File: config.mk
export PLATFORM = sky130hd
export DESIGN_NAME = alu_arbiter_flat
export DESIGN_NICKNAME = d
export VERILOG_FILES = /design/src/rtl/alu_arb_pkg.sv /design/src/rtl/alu_arbiter_if.sv /design/src/rtl/rr_arb2.sv /design/src/rtl/alu_arbiter.sv /design/src/flat_wrapper.sv
export SDC_FILE = /design/constraint.sdc
export NUM_CORES = 1
export LEC_CHECK = 0
export BUFFER_PORTS_ARGS = -buffer_cell sky130_fd_sc_hd__buf_2
export CORE_ASPECT_RATIO = 1.25
export CORE_UTILIZATION = 40
export DETAILED_ROUTE_END_ITERATION = 7
export PLACE_DENSITY_LB_ADDON = 0.25
export SYNTH_ARGS = -nofsm -noshare
export SYNTH_HDL_FRONTEND = slang
export SYNTH_SLANG_ARGS = --single-unit
export TNS_END_PERCENT = 1
File: constraint.sdc
create_clock -name clk -period 1.16 [get_ports clk]
set_input_delay 0.174 -clock clk [delete_from_list [all_inputs] [get_ports clk]]
set_output_delay 0.174 -clock clk [all_outputs]
set_load 0.05 [all_outputs]
File: src/rtl/alu_arb_pkg.sv
// Shared types and constants for the two-requester ALU arbiter/sequencer.
package alu_arb_pkg;
  localparam int NUM_REQ = 2;
  localparam int ALU_W   = 8;
  localparam int ALU_OPW = 3;

  typedef enum logic [1:0] {
    IDLE,
    EXEC,
    RESP
  } state_t;
endpackage

File: src/rtl/alu_arbiter_if.sv
// Requester, ALU and response channels of alu_arbiter; slave = arbiter side.
interface alu_arbiter_if
  import alu_arb_pkg::*;
#(
  parameter int WIDTH = ALU_W,
  parameter int OPW   = ALU_OPW
) ();
  logic             r0_valid;
  logic             r0_ready;
  logic [OPW-1:0]   r0_op;
  logic [WIDTH-1:0] r0_a;
  logic [WIDTH-1:0] r0_b;
  logic             r1_valid;
  logic             r1_ready;
  logic [OPW-1:0]   r1_op;
  logic [WIDTH-1:0] r1_a;
  logic [WIDTH-1:0] r1_b;

  logic [OPW-1:0]   alu_s;
  logic [WIDTH-1:0] alu_a;
  logic [WIDTH-1:0] alu_b;
  logic [WIDTH-1:0] alu_f;
  logic             alu_ovf;
  logic             alu_take_branch;

  logic             rsp_valid;
  logic             rsp_ready;
  logic             rsp_id;
  logic [WIDTH-1:0] rsp_f;
  logic             rsp_ovf;
  logic             rsp_branch;

  modport slave (
    input  r0_valid, r0_op, r0_a, r0_b, r1_valid, r1_op, r1_a, r1_b,
    output r0_ready, r1_ready,
    output alu_s, alu_a, alu_b,
    input  alu_f, alu_ovf, alu_take_branch,
    output rsp_valid, rsp_id, rsp_f, rsp_ovf, rsp_branch,
    input  rsp_ready
  );

  modport master (
    output r0_valid, r0_op, r0_a, r0_b, r1_valid, r1_op, r1_a, r1_b,
    input  r0_ready, r1_ready,
    input  alu_s, alu_a, alu_b,
    output alu_f, alu_ovf, alu_take_branch,
    input  rsp_valid, rsp_id, rsp_f, rsp_ovf, rsp_branch,
    output rsp_ready
  );
endinterface

File: src/rtl/rr_arb2.sv
// Combinational two-way round-robin grant; ties go to the requester not granted last.
module rr_arb2 (
  input  logic [1:0] valid,
  input  logic       last_grant,
  output logic [1:0] grant
);
  always_comb begin
    // NOTE: every always_comb output gets a default first so no path leaves it unassigned (no latch).
    grant = 2'b00;
    case (valid)
      2'b01:   grant = 2'b01;
      2'b10:   grant = 2'b10;
      2'b11:   grant = last_grant ? 2'b01 : 2'b10;
      default: grant = 2'b00;
    endcase
  end
endmodule

File: src/rtl/alu_arbiter.sv
// Round-robin arbiter and sequencer for the shared 8-bit ALU (IDLE -> EXEC -> RESP).
// Optional per-requester sticky overflow: define ALU_ARB_STICKY_OVF_EN.
module alu_arbiter
  import alu_arb_pkg::*;
#(
  parameter int WIDTH = ALU_W,
  parameter int OPW   = ALU_OPW
) (
  input  logic               clk,
  input  logic               rst,
  alu_arbiter_if.slave       bus,
  input  logic [NUM_REQ-1:0] ovf_clr,
  output logic [NUM_REQ-1:0] sticky_ovf,
  output logic               busy
);
  state_t             state, next_state;
  logic               last_grant;
  logic               cur_id;
  logic [NUM_REQ-1:0] grant;
  logic [NUM_REQ-1:0] hs;
  logic               accept;
  logic               acc_id;

  logic [OPW-1:0]     s_q;
  logic [WIDTH-1:0]   a_q, b_q, f_q;
  logic               rsp_id_q, ovf_q, br_q;

  rr_arb2 u_rr (
    .valid      ({bus.r1_valid, bus.r0_valid}),
    .last_grant (last_grant),
    .grant      (grant)
  );

  assign bus.r0_ready = (state == IDLE) && !rst && grant[0];
  assign bus.r1_ready = (state == IDLE) && !rst && grant[1];
  assign hs           = {bus.r1_valid & bus.r1_ready, bus.r0_valid & bus.r0_ready};
  assign accept       = |hs;
  assign acc_id       = hs[1];

  always_ff @(posedge clk or posedge rst) begin
    // NOTE: sequential state uses non-blocking assignments so every flop samples pre-edge values.
    if (rst) state <= IDLE;
    else     state <= next_state;
  end

  always_comb begin
    next_state = state;
    case (state)
      IDLE:    if (accept) next_state = EXEC;
      EXEC:    next_state = RESP;
      RESP:    if (bus.rsp_ready) next_state = IDLE;
      default: next_state = IDLE;
    endcase
  end

  // Pointer starts at 1 so requester 0 wins the first tie; it moves only on a handshake.
  always_ff @(posedge clk or posedge rst) begin
    if (rst) begin
      last_grant <= 1'b1;
      cur_id     <= 1'b0;
      s_q        <= '0;
      a_q        <= '0;
      b_q        <= '0;
    end else if (accept) begin
      last_grant <= acc_id;
      cur_id     <= acc_id;
      s_q        <= acc_id ? bus.r1_op : bus.r0_op;
      a_q        <= acc_id ? bus.r1_a  : bus.r0_a;
      b_q        <= acc_id ? bus.r1_b  : bus.r0_b;
    end
  end

  // Result fields keep their last values after the response is consumed.
  always_ff @(posedge clk or posedge rst) begin
    if (rst) begin
      f_q      <= '0;
      ovf_q    <= 1'b0;
      br_q     <= 1'b0;
      rsp_id_q <= 1'b0;
    end else if (state == EXEC) begin
      f_q      <= bus.alu_f;
      ovf_q    <= bus.alu_ovf;
      br_q     <= bus.alu_take_branch;
      rsp_id_q <= cur_id;
    end
  end

  assign bus.alu_s      = s_q;
  assign bus.alu_a      = a_q;
  assign bus.alu_b      = b_q;
  assign bus.rsp_valid  = (state == RESP);
  assign bus.rsp_id     = rsp_id_q;
  assign bus.rsp_f      = f_q;
  assign bus.rsp_ovf    = ovf_q;
  assign bus.rsp_branch = br_q;
  assign busy           = (state != IDLE);

`ifdef ALU_ARB_STICKY_OVF_EN
  logic [NUM_REQ-1:0] sticky_q;
  logic [NUM_REQ-1:0] sticky_set;

  always_comb begin
    sticky_set = '0;
    if (state == EXEC && bus.alu_ovf) sticky_set[cur_id] = 1'b1;
  end

  // Set is OR-ed in after the clear, so a same-cycle set wins.
  always_ff @(posedge clk or posedge rst) begin
    if (rst) sticky_q <= '0;
    else     sticky_q <= (sticky_q & ~ovf_clr) | sticky_set;
  end

  assign sticky_ovf = sticky_q;
`else
  logic unused_ovf_clr;
  assign unused_ovf_clr = ^ovf_clr;
  assign sticky_ovf     = '0;
`endif
endmodule

File: src/flat_wrapper.sv
// flat-port wrapper written by rule: the top's interface ports become plain ports
module alu_arbiter_flat import alu_arb_pkg::*;
#(
  parameter int WIDTH = ALU_W,
  parameter int OPW   = ALU_OPW
)
  (clk, rst, ovf_clr, sticky_ovf, busy, bus_r0_valid, bus_r0_op, bus_r0_a, bus_r0_b, bus_r1_valid, bus_r1_op, bus_r1_a, bus_r1_b, bus_r0_ready, bus_r1_ready, bus_alu_s, bus_alu_a, bus_alu_b, bus_alu_f, bus_alu_ovf, bus_alu_take_branch, bus_rsp_valid, bus_rsp_id, bus_rsp_f, bus_rsp_ovf, bus_rsp_branch, bus_rsp_ready);
  alu_arbiter_if #(.WIDTH(WIDTH), .OPW(OPW)) bus_i ();
  input  logic clk;
  input  logic rst;
  input  logic [NUM_REQ-1:0] ovf_clr;
  output logic [NUM_REQ-1:0] sticky_ovf;
  output logic busy;
  input wire logic [$bits(bus_i.r0_valid)-1:0] bus_r0_valid;
  input wire logic [$bits(bus_i.r0_op)-1:0] bus_r0_op;
  input wire logic [$bits(bus_i.r0_a)-1:0] bus_r0_a;
  input wire logic [$bits(bus_i.r0_b)-1:0] bus_r0_b;
  input wire logic [$bits(bus_i.r1_valid)-1:0] bus_r1_valid;
  input wire logic [$bits(bus_i.r1_op)-1:0] bus_r1_op;
  input wire logic [$bits(bus_i.r1_a)-1:0] bus_r1_a;
  input wire logic [$bits(bus_i.r1_b)-1:0] bus_r1_b;
  output wire logic [$bits(bus_i.r0_ready)-1:0] bus_r0_ready;
  output wire logic [$bits(bus_i.r1_ready)-1:0] bus_r1_ready;
  output wire logic [$bits(bus_i.alu_s)-1:0] bus_alu_s;
  output wire logic [$bits(bus_i.alu_a)-1:0] bus_alu_a;
  output wire logic [$bits(bus_i.alu_b)-1:0] bus_alu_b;
  input wire logic [$bits(bus_i.alu_f)-1:0] bus_alu_f;
  input wire logic [$bits(bus_i.alu_ovf)-1:0] bus_alu_ovf;
  input wire logic [$bits(bus_i.alu_take_branch)-1:0] bus_alu_take_branch;
  output wire logic [$bits(bus_i.rsp_valid)-1:0] bus_rsp_valid;
  output wire logic [$bits(bus_i.rsp_id)-1:0] bus_rsp_id;
  output wire logic [$bits(bus_i.rsp_f)-1:0] bus_rsp_f;
  output wire logic [$bits(bus_i.rsp_ovf)-1:0] bus_rsp_ovf;
  output wire logic [$bits(bus_i.rsp_branch)-1:0] bus_rsp_branch;
  input wire logic [$bits(bus_i.rsp_ready)-1:0] bus_rsp_ready;
  assign bus_i.r0_valid = bus_r0_valid;
  assign bus_i.r0_op = bus_r0_op;
  assign bus_i.r0_a = bus_r0_a;
  assign bus_i.r0_b = bus_r0_b;
  assign bus_i.r1_valid = bus_r1_valid;
  assign bus_i.r1_op = bus_r1_op;
  assign bus_i.r1_a = bus_r1_a;
  assign bus_i.r1_b = bus_r1_b;
  assign bus_r0_ready = bus_i.r0_ready;
  assign bus_r1_ready = bus_i.r1_ready;
  assign bus_alu_s = bus_i.alu_s;
  assign bus_alu_a = bus_i.alu_a;
  assign bus_alu_b = bus_i.alu_b;
  assign bus_i.alu_f = bus_alu_f;
  assign bus_i.alu_ovf = bus_alu_ovf;
  assign bus_i.alu_take_branch = bus_alu_take_branch;
  assign bus_rsp_valid = bus_i.rsp_valid;
  assign bus_rsp_id = bus_i.rsp_id;
  assign bus_rsp_f = bus_i.rsp_f;
  assign bus_rsp_ovf = bus_i.rsp_ovf;
  assign bus_rsp_branch = bus_i.rsp_branch;
  assign bus_i.rsp_ready = bus_rsp_ready;
  alu_arbiter #(.WIDTH(WIDTH), .OPW(OPW)) u_core (.clk(clk), .rst(rst), .bus(bus_i), .ovf_clr(ovf_clr), .sticky_ovf(sticky_ovf), .busy(busy));
endmodule
### Word level (Yosys, flattened, before mapping)

Index checks and enable logic that the tools add are counted.

| storage, ports and cells | value |
|---|---|
| register bits | 34 |
| logic and storage cells | 35 |
| input bits | 55 |
| output and inout port bits | 36 |

| cells by class | value |
|---|---|
| mux-type cells | 8 |
| bitwise logic cells | 2 |
| equal/unequal tests | 7 |
| reduce and logical (&&, ||, !) cells | 8 |

Operators with widths:

| operator | count |
|---|---|
| 8-bit 2-to-1 mux | 2 |
| 2-bit case mux with 3 select lines | 2 |
| 2-bit equality test (second input constant) | 3 |
| 2-bit 2-to-1 mux | 3 |
| 2-bit by 1-bit equality test with 1-bit output (second input constant) | 2 |
| 2-bit by 1-bit inequality test with 1-bit output (second input constant) | 2 |
| 1-bit logical AND | 3 |
| 3-bit 2-to-1 mux | 1 |
| 1-bit bitwise AND | 2 |
| 2-bit zero test | 1 |
| 2-bit AND reduction | 1 |
| 2-bit nonzero test | 1 |
| 2-bit OR reduction | 1 |
| 1-bit zero test | 1 |

### Depth between registers and ports, before layout

| depth | value |
|---|---|
| depth in word-level cells | 7 |
| gate-level depth with buffers | 5 |
| depth with buffers taken out | 3 |

### By module

From an unflattened synthesis, not the netlist that was laid out.

| unflattened totals | value |
|---|---|
| cells, all modules | 139 |
| area total of the unflattened synthesis | 1602.8 µm² |

By module, submodules not included:

| module | times used | seq. area each (µm²) | cells an instance | area an instance (µm²) |
|---|---|---|---|---|
| alu_arbiter | 1 | 852.1 | 136 | 1584.0 |
| rr_arb2 | 1 | 0.0 | 3 | 18.8 |

### Worst setup path after synthesis

OpenSTA, ideal clock, no wires.

| timing | value |
|---|---|
| kind | flip-flop to flip-flop |
| from | register u_core.state[1] |
| to | register u_core.cur_id |
| required time | 1095 ps |
| setup slack | -261 ps |
| cell stages (with the launch flop) | 5 |
| buffers on the path | 1 |
| arrival time | 1356 ps |
| cells stage by stage | dfrtp_1 > or3_4 > buf_6 > nor2_4 > a21o_1 |

| between the ends | value |
|---|---|
| longest elaborated chain between the ends | 5 |
| elaborated cells on any way between the ends | 7 |
| those cells by class | 2 x bitwise; 5 x reduce/logical |

RTL lines:

| item | RTL line | RTL |
|---|---|---|
| start, declared | alu_arbiter.sv:16 | `state_t state, next_state;` |
| start signal, assigned | alu_arbiter.sv:43 | `else state <= next_state;` |
| 2-bit zero test (*) | alu_arbiter.sv:35 | `assign bus.r1_ready = (state == IDLE) && !rst && grant[1];` |
| 1-bit logical AND (*) (2 in series) | alu_arbiter.sv:35 |  |
| net bus_r1_ready | flat_wrapper.sv:23 | `output wire logic [$bits(bus_i.r1_ready)-1:0] bus_r1_ready;` |
| 1-bit bitwise AND (*) | alu_arbiter.sv:36 | `assign hs = {bus.r1_valid & bus.r1_ready, bus.r0_valid & bus.r0_ready};` |
| 2-bit OR reduction | alu_arbiter.sv:37 | `assign accept = \|hs;` |
| end signal, assigned | alu_arbiter.sv:66 | `cur_id <= acc_id;` |
| end, declared | alu_arbiter.sv:18 | `logic cur_id;` |

Mark *: on every way through the listed nets, which the timed path passes. The rest lies on a longest branch.
A chain may end at the register's enable or synchronous reset.

### Worst setup path after layout

| timing | value |
|---|---|
| from | register u_core.state[0] |
| to | output port bus_r1_ready |

| between the ends | value |
|---|---|
| longest elaborated chain between the ends | 3 |

RTL lines:

| item | RTL line |
|---|---|
| 2-bit zero test | alu_arbiter.sv:35 |
| 1-bit logical AND (2 in series) | alu_arbiter.sv:35 |
| end, declared | flat_wrapper.sv:23 |

Every way passes these cells.

==> out/qor.yml <==
worst_ep_required_time_ns: 0.99
synth_xor_xnor_area_share: 0
power.density_mw_per_mm2: 2910
syn_inst: 156
dpl.cell_count: 302
clock_latency_ns: 0.28
grt.busiest_layer: "met2"
synth-edff-count: 0
initial_core_util: 0.413
cts_sinks: 34
htree_levels: 2
met3_usage: 0.0400
synth-seq-cells: 34
dieArea_sq_mm: 0.00446
synth_warnings: 0
core_area_sq_mm: 0.00407
nNetsFinal: 311
fin_ws_ns: -0.392
boundaryPins: 91
instances_no_fill: 313
vdd_drop_max_mv: 1.63
postLayoutCoreUtil: 0.615
hold_class: "in2reg"
synth_area_sq_mm: 0.00168
dp_hpwl_um: 3080
finalSetupViolCount: 37
rr_endpoint: "u_core.bus.alu_a[2]"
ant_nets: 0
final_layout_size_suffix_gt1_frac: 0.599
failed_checks: "negative setup slack"
grt_max_degree: 25
rrSetupSlack_ns: -0.30
synth_simple_gate_area_frac: 0.102
synthFlopType: "dfrtp_1"
cp-end-kind: "primary output"
num_vias: 1593
place_congestion: 0.810
cts_tree: "built"
fillCellCount: 367
drt-initial-drc-count: 51
antenna_found_initial: 0
critical_path.max_fanout: 3
ys_async_sr_fraction: 1.00
yosysMostFrequentCell: "dfrtp_1"
syn_avg_cell_area_sq_um: 10.8
max-cap-violations: 0
register_area_sq_um: 852
rsz0062_at_grt: "yes"
cts_made_buffers: 5
synth_commonest_cells: "dfrtp_1 (33), nand3_1 (20), a31oi_1 (19), o21ai_1 (19), mux2_2 (11)"
whs_path_depth: 2
synth.distinct_cells: 27
synth_compound_area_frac: 0.235
min_to: "u_core.state[1]"
numPortBuffers: 86
clockRootBuffer: "clkbuf_8"
placementRows: 26
arrival_ns: 1.38
synth_top_family_by_area: "compound AO/OA/AOI/OAI gates"
worstReg2RegStart: "u_core.state[0]"
hold_start: "bus_rsp_ready"
clkTransAtPathRegs_ns: 0.07
drc_errors: 0
period_needed_ns: 1.55
yosys.area.top_type: "dfrtp_1"
grt_pass1_wl_um: 6790
path_class: "reg2out"
final_max_slew_viol_count: 0
via_per_inst: 5.09
num_antenna_cells: 0
fin_skew_ns: 0.00288
overflow: 0
whs_ns: 0.0770
cts_buffer_depth: 2
synthTopCellsByArea: "dfrtp_1 (49%), mux2_2 (7.4%), a31oi_1 (7.1%), nand3_1 (6.0%), o21ai_1 (5.7%)"
muxShareOfSynthArea: 0.0738
grt_usage: 0.206
die_h_um: 74.4
grt_pass1_vias: 1556
fin_crit_sh: 1.34
multiInputGateArea_sq_um: 746
fmax_ghz: 0.645
p_leak_uw: 0.00114
synthAdderAreaFrac: 0
dr.pass1.iters: 4
die_x_um: 60.0
hold_violations: 0
netlist.area_leader.share: 0.492
wirelength_um: 4300
yosysSeqAreaShare: 0.507
critPathLaunchType: "flop"
area_delta_synth_final_pct: 49.0
use_met2: 0.368
wl_per_cell_um: 13.7
grt_use_met1: 0.236
reg2regPathDepth: 5
status: "finished, violations left"
power.total_uw: 7270
[metrics by stage]
stage,instance area [sq um],TNS (ns),worst slack (ns)
detailed placement,2260,-5.83,-0.236
CTS,2470,-9.01,-0.430
finish,2500,-7.96,-0.392
global route,2500,-10.24,-0.453
global placement,2260,-5.08,-0.222
floorplan,1690,-2.75,-0.220
[per-layer routing]
| metal | vias to the layer above | share of wire |
|---|---|---|
| li1 | 769 | - |
| met1 | 767 | 0.41 |
| met2 | 51 | 0.53 |
| met3 | 6 | 0.046 |
| met4 | 0 | 0.016 |
| met5 | - | 0 |
[worst max-delay path by stage]
stage / startpoint / end / slack [ns] / cells after the start
2_1_floorplan: u_core.state[0] / u_core.cur_id / -0.22 / 4
3_3_place_gp: u_core.state[1] / bus_r0_ready / -0.22 / 4
3_5_place_dp: u_core.state[1] / u_core.bus.alu_a[3] / -0.24 / 4
4_1_cts: u_core.state[0] / bus_r1_ready / -0.43 / 3
5_1_grt: u_core.state[0] / bus_r1_ready / -0.45 / 3
6_report: u_core.state[0] / bus_r1_ready / -0.39 / 3
[sequential cells by signal, summed over array words and instances, names as in the netlist]
register,cells
u_core.bus.rsp_id,1
u_core.bus.alu_b,8
u_core.bus.alu_s,3
u_core.bus.rsp_f,8
u_core.cur_id,1
u_core.bus.rsp_ovf,1
u_core.last_grant,1
u_core.bus.alu_a,8
u_core.state,2
u_core.bus.rsp_branch,1
[worst max-delay path: stages, from the launching register on]
cell     delay [ns]
dfrtp_1        0.42
or3_4          0.40
nor2_4         0.11
buf_6          0.17
[what timing repair did]
action	in CTS	in global routing
hold buffers	1	0
endpoints found under the hold margin	33	0
setup buffers	2	0
cloned	0	0
pin swaps	4	11
resized for setup	12	9
setup endpoints to repair	37	37
[cell usage in the layout (no fill, tap or decap), types with 4 or more instances in the layout]
master and count:
buf_12 4, mux2_2 11, buf_6 4, buf_4 16
a21oi_2 10, a31oi_1 19, dfrtp_1 33, o21ai_2 9
a21oi_1 9, buf_2 82, clkbuf_8 5, nand3_1 19
o21ai_1 10
[cell families (layout without fill, tap and decap cells)]
logic type,count (synthesis),count (layout)
mux,11,11
compound gates,62,62
flops,34,34
other cells,1,2
simple gates,29,29
buf+inv,19,119
[layout make-up]
cell class,instances,area share
Clock buffer,5,0.0275
Clock inverter,3,0.0275
Inverter,3,0.00600
Multi-Input combinational cell,104,0.298
Sequential cell,34,0.341
Tap cell,56,0.0280
Timing Repair Buffer,108,0.272
[report_power, final]
| part | internal, uW | switching [uW] | total, uW |
|---|---|---|---|
| clock | 861 | 444 | 1310 |
| sequential | 1740 | 312 | 2050 |
| combinational | 1170 | 2750 | 3910 |
| total | 3760 | 3500 | 7270 |
(Power assumes the default switching activity.)
